--- config.mk ---
export PLATFORM = sky130hd
export DESIGN_NAME = crc_arbiter
export DESIGN_NICKNAME = d
export VERILOG_FILES = /design/src/rtl/crc_arbiter.sv
export SDC_FILE = /design/constraint.sdc
export NUM_CORES = 1
export LEC_CHECK = 0
export ABC_AREA = 0
export CAP_MARGIN = 20
export CELL_PAD_IN_SITES_DETAIL_PLACEMENT = 1
export CELL_PAD_IN_SITES_GLOBAL_PLACEMENT = 2
export CORE_MARGIN = 2
export CORE_UTILIZATION = 23
export DETAILED_ROUTE_END_ITERATION = 12
export PLACE_DENSITY = 0.91
export SLEW_MARGIN = 20
export SYNTH_ARGS = -nofsm -noshare
export SYNTH_HDL_FRONTEND = slang
export SYNTH_SLANG_ARGS = --single-unit
--- constraint.sdc ---
create_clock -name clk -period 2.25 [get_ports clk]
set_input_delay 0.45 -clock clk [delete_from_list [all_inputs] [get_ports clk]]
set_output_delay 0.45 -clock clk [all_outputs]
set_load 0.05 [all_outputs]
--- src/rtl/crc_arbiter.sv ---
// Round-robin arbiter sharing one CRC core among NUM_REQ requesters.
// A watchdog aborts any job the core fails to finish within TIMEOUT_CYCLES.
module crc_arbiter #(
  parameter int DATA_WIDTH     = 32,
  parameter int NUM_REQ        = 4,
  parameter int ID_WIDTH       = $clog2(NUM_REQ),
  parameter int TIMEOUT_CYCLES = 64,
  parameter int TO_WIDTH       = $clog2(TIMEOUT_CYCLES + 1)
) (
  input  logic                          clk,
  input  logic                          reset_n,
  input  logic [NUM_REQ-1:0]            req_valid,
  input  logic [NUM_REQ*DATA_WIDTH-1:0] req_data,
  output logic [NUM_REQ-1:0]            req_ready,
  output logic                          rsp_valid,
  output logic [ID_WIDTH-1:0]           rsp_id,
  output logic [DATA_WIDTH-1:0]         rsp_data,
  output logic                          rsp_err,
  output logic [1:0]                    core_control,
  output logic                          core_enable,
  output logic [DATA_WIDTH-1:0]         core_data,
  input  logic [DATA_WIDTH-1:0]         core_result,
  input  logic                          core_done,
  input  logic                          core_busy
);

  localparam int IW1 = ID_WIDTH + 1;

  typedef enum logic [1:0] {IDLE, ISSUE, WAIT, RESP} state_t;

  state_t                r_state;
  logic [ID_WIDTH-1:0]   r_rr_ptr;
  logic [ID_WIDTH-1:0]   r_id;
  logic [TO_WIDTH-1:0]   r_cnt;
  logic [NUM_REQ-1:0]    r_req_ready;
  logic                  r_rsp_valid;
  logic [ID_WIDTH-1:0]   r_rsp_id;
  logic [DATA_WIDTH-1:0] r_rsp_data;
  logic                  r_rsp_err;
  logic [1:0]            r_core_control;
  logic                  r_core_enable;
  logic [DATA_WIDTH-1:0] r_core_data;

  logic                  w_found;
  logic [ID_WIDTH-1:0]   w_win;
  logic [IW1-1:0]        w_idx;
  logic [DATA_WIDTH-1:0] w_word;
  logic [NUM_REQ-1:0]    w_onehot;
  logic [ID_WIDTH-1:0]   w_next_ptr;

  // Search upward from the round-robin pointer, wrapping at NUM_REQ.
  always_comb begin
    w_found = 1'b0;
    w_win   = '0;
    w_idx   = '0;
    for (int k = 0; k < NUM_REQ; k++) begin
      w_idx = {1'b0, r_rr_ptr} + IW1'(k);
      if (w_idx >= IW1'(NUM_REQ)) w_idx = w_idx - IW1'(NUM_REQ);
      if (!w_found && req_valid[w_idx[ID_WIDTH-1:0]]) begin
        w_found = 1'b1;
        w_win   = w_idx[ID_WIDTH-1:0];
      end
    end
  end

  assign w_word     = req_data[w_win*DATA_WIDTH +: DATA_WIDTH];
  assign w_onehot   = NUM_REQ'(1) << w_win;
  assign w_next_ptr = (r_id == ID_WIDTH'(NUM_REQ - 1)) ? '0 : r_id + ID_WIDTH'(1);

  always_ff @(posedge clk or negedge reset_n) begin
    if (!reset_n) begin
      r_state        <= IDLE;
      r_rr_ptr       <= '0;
      r_id           <= '0;
      r_cnt          <= '0;
      r_req_ready    <= '0;
      r_rsp_valid    <= 1'b0;
      r_rsp_id       <= '0;
      r_rsp_data     <= '0;
      r_rsp_err      <= 1'b0;
      r_core_control <= 2'b00;
      r_core_enable  <= 1'b0;
      r_core_data    <= '0;
    end else begin
      case (r_state)
        IDLE: begin
          if (w_found && !core_busy) begin
            r_id           <= w_win;
            r_core_data    <= w_word;
            r_req_ready    <= w_onehot;
            r_core_control <= 2'b01;
            r_core_enable  <= 1'b1;
            r_state        <= ISSUE;
          end
        end
        ISSUE: begin
          r_req_ready    <= '0;
          r_core_control <= 2'b00;
          r_cnt          <= '0;
          r_state        <= WAIT;
        end
        WAIT: begin
          r_cnt <= r_cnt + TO_WIDTH'(1);
          // A done arriving on the watchdog's last cycle still counts as success.
          if (core_done || (r_cnt == TO_WIDTH'(TIMEOUT_CYCLES - 1))) begin
            r_rsp_data    <= core_done ? core_result : '0;
            r_rsp_err     <= !core_done;
            r_rsp_valid   <= 1'b1;
            r_rsp_id      <= r_id;
            r_core_enable <= 1'b0;
            r_state       <= RESP;
          end
        end
        RESP: begin
          r_rsp_valid <= 1'b0;
          r_rr_ptr    <= w_next_ptr;
          r_state     <= IDLE;
        end
        default: r_state <= IDLE;
      endcase
    end
  end

  assign req_ready    = r_req_ready;
  assign rsp_valid    = r_rsp_valid;
  assign rsp_id       = r_rsp_id;
  assign rsp_data     = r_rsp_data;
  assign rsp_err      = r_rsp_err;
  assign core_control = r_core_control;
  assign core_enable  = r_core_enable;
  assign core_data    = r_core_data;

endmodule
==> metrics.md, run 1 <==
| Metric | Value |
|---|---|
| First-pass GRT wire length | `29000 um` |
| Crit path launch | `req_valid[1]` |
| Count of cell types in the netlist | `52` |
| Max-cap violations | `0` |
| GRT Total Usage | `17.1%` |
| TritonCTS Buffers | `9` |
| Tcrit/Tclk final | `93.3%` |
| Post-Route Skew | `0.0112 ns` |
| Via density per instance | `4.87` |
| ANT nets after route | `0` |
| Via Count | `4810` |
| CTS sink cnt | `87` |
| Final Hold Fails | `0` |
| Endpoint type of the worst setup path | `flop` |
| Power per cell area | `1420 nW/um^2` |
| DRC errors left | `0` |
| Post_cts resized | `0` |
| Initial antenna violation count | `0` |
| Worst Hold Class | `input port to async pin` |
| Worst slew margin | `57.4%` |
| GPL Wtd Cong | `0.787` |
| Synthesized area | `4720 um^2` |
| Asr flop ratio synth | `100%` |
| Setup violators final | `0` |
| RSZ-0062 raised after global routing | `no` |
| Row count | `52` |
| Setup_tns | `0 ns` |
| CTS tree | `done` |
| DRT iter0 DRCs | `167` |
| Ys flop type | `dfrtp_1` |
| DPL Wire Length | `14100 um` |
| Worst reg2reg path depth | `6` |
| FF-to-FF Start | `r_state[0]` |
| Worst Path Max Fanout | `4` |
| Seq/Total Area, Yosys | `46.1%` |
| Startpoint types | `input port` |
| GRT busiest layer | `met2` |
| Vias in the first global route | `5242` |
| Status | `completed` |
| Mapped Nets | `650` |
| Die width | `147 um` |
| Critical Path RT | `2.48 ns` |
| Met2 Usage GRT | `30.3%` |
| Mapped Cells | `475` |
| Final setup margin | `0.150 ns` |
| Worst vdd ir | `0.000479 V` |
| Share of layout cells above drive strength 1 | `9.48%` |
| Final WL | `18500 um` |
| H-tree levels | `3` |
| Hold Buf Count CTS | `0` |
| Static Leak | `3.12 nW` |
| I/O Buffers | `241` |
| Skew-Pair Late Insertion Delay | `0.35 ns` |
| Setup Slack @ Placement | `-0.113 ns` |
| Aggregate global routing overflow | `0` |
| Worst slew pin tran | `0.634 ns` |
| Warnings from Yosys | `0` |
| Bufs on Longest Clock Path | `2` |
| CTS root buf | `clkbuf_16` |
| Io pins | `243` |
| Post-synth EDFFs | `0` |
| Setup Buffers After CTS | `0` |
| Initial core utilization | `23.4%` |
| Core area | `20200 um^2` |
| Worst path arrival time | `2.33 ns` |
| Height of the chip | `147 um` |
| Grt met1 use | `20.3%` |
| DIE AREA | `21700 um^2` |
| # diodes | `0` |
| FF+latch count, synth | `87` |
| Slew Viols, Final | `0` |
| Max Freq | `476 MHz` |
| 1st-pass router iterations | `4` |
| Tmin final | `2.10 ns` |
| Crit path kind | `input port to flop` |
| Area delta synth->final | `65.9%` |
| Clk pin slew, worst setup/hold paths | `0.08 ns` |
| Met3 usage | `4.19%` |
| Wire per inst | `18.7 um` |
| Pin count of the biggest net entering global routing | `41` |
| Final nets | `887` |
| Post-synthesis average cell area | `9.94 um^2` |
layer usage:
layer  up-vias  wire, um
li1       2276         -
met1      2368      7620
met2       145      9450
met3        21      1040
met4         0       370
met5         -         0
cells in the final DEF, fill, tap and decap left out, types with 7 or more instances in the layout:
master           instances
nand2_1                  8
buf_12                  11
clkdlybuf4s50_1        239
nand3_1                 38
a2bb2oi_1               33
a31oi_1                 33
o21ai_0                 19
a22o_1                  32
inv_1                   14
dfrtp_1                 87
nor2_1                  36
clkbuf_16                9
a21oi_1                 42
ha_1                     7
buf_4                   23
o211ai_1                33
registers in the layout, indices dropped and copies added (netlist names), 2 cells and up:
register and flops:
rsp_id 2, r_cnt 7, r_state 2, req_ready 4
core_data 32, r_rr_ptr 2, rsp_data 32, r_id 2
area by class of cell:
class	count	area, um^2
inverter	14	52.6
sequential	87	2180
timing repair buffer	274	2790
clock inverter	7	68.8
fill	2317	12300
multi-input combinational	326	2190
clock buffer	9	225
tap	270	338
power breakdown:
part           leakage (nW)  switching, W  internal [W]
sequential             1.05      0.000464       0.00228
combinational          1.92       0.00422       0.00264
clock                 0.147      0.000727      0.000787
worst paths after layout:
kind	end	slack, ns
max	r_state[1]	0.15
min	core_data[4]	0.03
max reg2reg	r_state[1]	0.21
min reg2reg	rsp_data[17]	0.50
max in group asynchronous	core_data[18]	1.57
min in group clk	rsp_data[17]	0.50
critical path: stages:
cell and delay [ns]:
clkdlybuf4s50_1 0.51, nor4_2 0.62, or2_2 0.33, a22oi_4 0.11, mux2_4 0.31
cell usage after synthesis, drive strengths merged, types with 3 or more instances:
master	n	area, um^2
a21oi	45	251
a22o	32	280
a2bb2oi	33	289
a31oi	34	228
buf	38	282
clkbuf	11	42.5
dfrtp	87	2180
ha	7	87.6
inv	14	52.6
mux2	3	37.5
nand2	8	30.0
nand2b	3	18.8
nand3	38	190
nor2	37	141
nor2b	3	18.8
o211ai	33	248
o21ai	19	95.1
or2	3	18.8
kinds of logic (layout without fill, tap and decap cells):
family	count (synthesis)	in the layout	share of synthesized area (%)
xor+xnor	1	1	0.185
flops	87	87	46.1
compound gates	209	209	32.1
fa+ha+maj	7	7	1.85
simple gates	102	103	10.5
buf+inv	63	304	7.97
mux	5	5	1.22
other cells	1	1	0.0794
metrics by stage:
stage	total power (W)	instance area (um^2)	util, %	hold WS, ns	cells
global route	0.0118	7840	38.9	0.0626	987
CTS	0.0112	7830	38.8	0.0432	986
detailed placement	0.00967	7530	37.3	0.435	970
global placement	0.00955	7530	37.3	0.433	970
floorplan	0.00713	4720	-	0.154	475
finish	0.0111	7840	38.9	0.0339	987
(Power assumes the default switching activity.)
==> run 2, diff against run 1 <==
--- a/config.mk
+++ b/config.mk
@@ -5,7 +5,6 @@
 export SDC_FILE = /design/constraint.sdc
 export NUM_CORES = 1
 export LEC_CHECK = 0
-export ABC_AREA = 0
 export CAP_MARGIN = 20
 export CELL_PAD_IN_SITES_DETAIL_PLACEMENT = 1
 export CELL_PAD_IN_SITES_GLOBAL_PLACEMENT = 2
==> results of run 2 <==
The final DEF is identical to that of run 1; final timing and power are the same.
==> run 3, diff against run 2 <==
--- a/config.mk
+++ b/config.mk
@@ -10,8 +10,10 @@
 export CELL_PAD_IN_SITES_GLOBAL_PLACEMENT = 2
 export CORE_MARGIN = 2
 export CORE_UTILIZATION = 23
+export CTS_BUF_LIST = sky130_fd_sc_hd__clkbuf_4
 export DETAILED_ROUTE_END_ITERATION = 12
 export PLACE_DENSITY = 0.91
+export SKIP_CTS_REPAIR_TIMING = 1
 export SLEW_MARGIN = 20
 export SYNTH_ARGS = -nofsm -noshare
 export SYNTH_HDL_FRONTEND = slang
==> metrics.md, run 3 (synthesis gave the netlist of run 1 again) <==
| Metric | Value |
|---|---|
| Combinational power share | `65.2%` |
| Bufs on Longest Clock Path | `2` |
| Wl on met1 | `7620 um` |
| Final Util | `38.3%` |
| Aggregate global routing overflow | `0` |
| Net switching power | `0.00535 W` |
| Skew-Pair Late Insertion Delay | `0.49 ns` |
| I/O Buffers | `241` |
| TritonCTS Buffers | `9` |
| Via density per instance | `4.89` |
| Critical Path RT | `1.80 ns` |
| Crit-path cells | `clkdlybuf4s50_1` |
| FF-to-FF Start | `r_state[0]` |
| Max-cap violations | `0` |
| Area delta synth->final | `63.5%` |
| Final Hold Fails | `0` |
| Switching portion of total power | `50.9%` |
| Vias in the first global route | `5220` |
| Setup violators final | `0` |
| GPL Wtd Cong | `0.787` |
| Core area | `20200 um^2` |
| DRC errors left | `0` |
| Worst Path Max Fanout | `2` |
| CTS root buf | `clkbuf_4` |
| Initial core utilization | `23.4%` |
| H-tree levels | `3` |
| DIE AREA | `21700 um^2` |
| Metal2 WL | `9370 um` |
| Row count | `52` |
| Finished Layout Cells | `989` |
| Max stage delay on crit path | `0.83 ns` |
| Most frequent cells in the layout | `clkdlybuf4s50_1, dfrtp_1, a21oi_1` |
| Worst reg2reg setup slack | `0.20 ns` |
| 1st-pass router iterations | `4` |
| Via Count | `4839` |
| DPL Wire Length | `14100 um` |
| Share of layout cells above drive strength 1 | `9.47%` |
| Die width | `147 um` |
| Wire per inst | `18.7 um` |
| Worst reg2reg path depth | `6` |
| Worst path bufs/invs | `1` |
| Pin count of the biggest net entering global routing | `41` |
| Height of the chip | `147 um` |
| Clk pin slew, worst setup/hold paths | `0.18 ns` |
| RSZ-0062 raised after global routing | `no` |
| Static Leak | `3.20 nW` |
| Initial antenna violation count | `1` |
| Worst vdd ir | `0.000443 V` |
| First-pass GRT wire length | `28900 um` |
| Io pins | `243` |
| Placed cells | `970` |
| CTS sink cnt | `87` |
| CP endpoint | `core_data[4]` |
| Routed length on met3 | `1080 um` |
| Tmin final | `2.17 ns` |
| Crit path kind | `flop to primary output` |
| Clock power share | `8.9%` |
| Crit path launch | `core_data[4]` |
| ANT nets after route | `0` |
| Status | `completed` |
| Crit Reg-Reg Endpoint | `r_state[1]` |
| CP max-delay cell | `clkdlybuf4s50_1` |
| Worst slew pin tran | `0.670 ns` |
| P_int | `0.00516 W` |
| Post-Route Skew | `0.0271 ns` |
| GRT Total Usage | `17.0%` |
| Final WL | `18500 um` |
| Reg power frac | `25.9%` |
| CP top delay family | `buffers and inverters` |
| Worst slew margin | `55.0%` |
| CTS tree | `done` |
| Power per cell area | `1360 nW/um^2` |
| Final nets | `888` |
| Max Freq | `462 MHz` |
| Most common cell after layout, fill and taps aside | `clkdlybuf4s50_1` |
| Tcrit/Tclk final | `96.3%` |
| Startpoint types | `flop` |
| DRT iter0 DRCs | `180` |
| Worst path arrival time | `1.72 ns` |
| Worst Hold Class | `input port to async pin` |
| Worst path depth | `1` |
| DR top layer | `met4` |
| Setup_tns | `0 ns` |
| Slew Viols, Final | `0` |
| Endpoint type of the worst setup path | `primary output` |
-- run 3: stage by stage --
stage,area (um^2),hold WS [ns],power (W),worst slack [ns]
5_1_grt,7720,0.437,0.0112,0.00208
2_1_floorplan,4720,0.154,0.00713,0.352
6_report,7720,0.420,0.0105,0.0837
4_1_cts,7670,-0.151,0.0106,-0.0246
3_5_place_dp,7530,0.435,0.00967,-0.113
3_3_place_gp,7530,0.433,0.00955,-0.0683
-- run 3: cell type report --
cell class	count	area, um^2
timing repair buffer	275	2830
fill	2332	12400
sequential	87	2180
clock inverter	7	68.8
multi-input combinational	326	2190
inverter	14	52.6
tap	270	338
clock buffer	9	67.6
antenna	1	2.50
-- run 3: worst min path at each step --
| stage | start | to | cells past startpoint |
|---|---|---|---|
| 6_report | reset_n | core_data[4] | 2 |
| 5_1_grt | reset_n | core_data[4] | 2 |
| 4_1_cts | reset_n | core_data[4] | 1 |
| 3_5_place_dp | reset_n | core_data[4] | 1 |
| 3_3_place_gp | reset_n | core_data[4] | 1 |
| 2_1_floorplan | reset_n | core_control[0] | 0 |
-- run 3: power by group through the flow --
stage / Sequential (W) / Clock [W] / Combinational (W)
after floorplan: 0.00491 / 0 / 0.00222
after global placement: 0.00274 / 0 / 0.00681
after detailed placement: 0.00278 / 0 / 0.00689
after CTS: 0.00275 / 0.000980 / 0.00691
after global routing: 0.00284 / 0.00104 / 0.00728
final: 0.00273 / 0.000931 / 0.00685
-- run 3: metal layers --
| metal | up-vias | track usage, % |
|---|---|---|
| li1 | 2276 | - |
| met1 | 2388 | 20.4 |
| met2 | 148 | 29.9 |
| met3 | 27 | 4.07 |
| met4 | 0 | 5.58 |
| met5 | - | 0 |
-- run 3: worst reg2reg max path, delay by kind of cell (launching register included) --
| family | cells | cell delay [ns] |
|---|---|---|
| muxes | 1 | 0.31 |
| AOI/OAI and AO/OA | 1 | 0.24 |
| and+or+nand+nor | 2 | 0.63 |
| DFF | 1 | 0.44 |
| adders and majority gates | 1 | 0.21 |
| buffers and inverters | 1 | 0.13 |
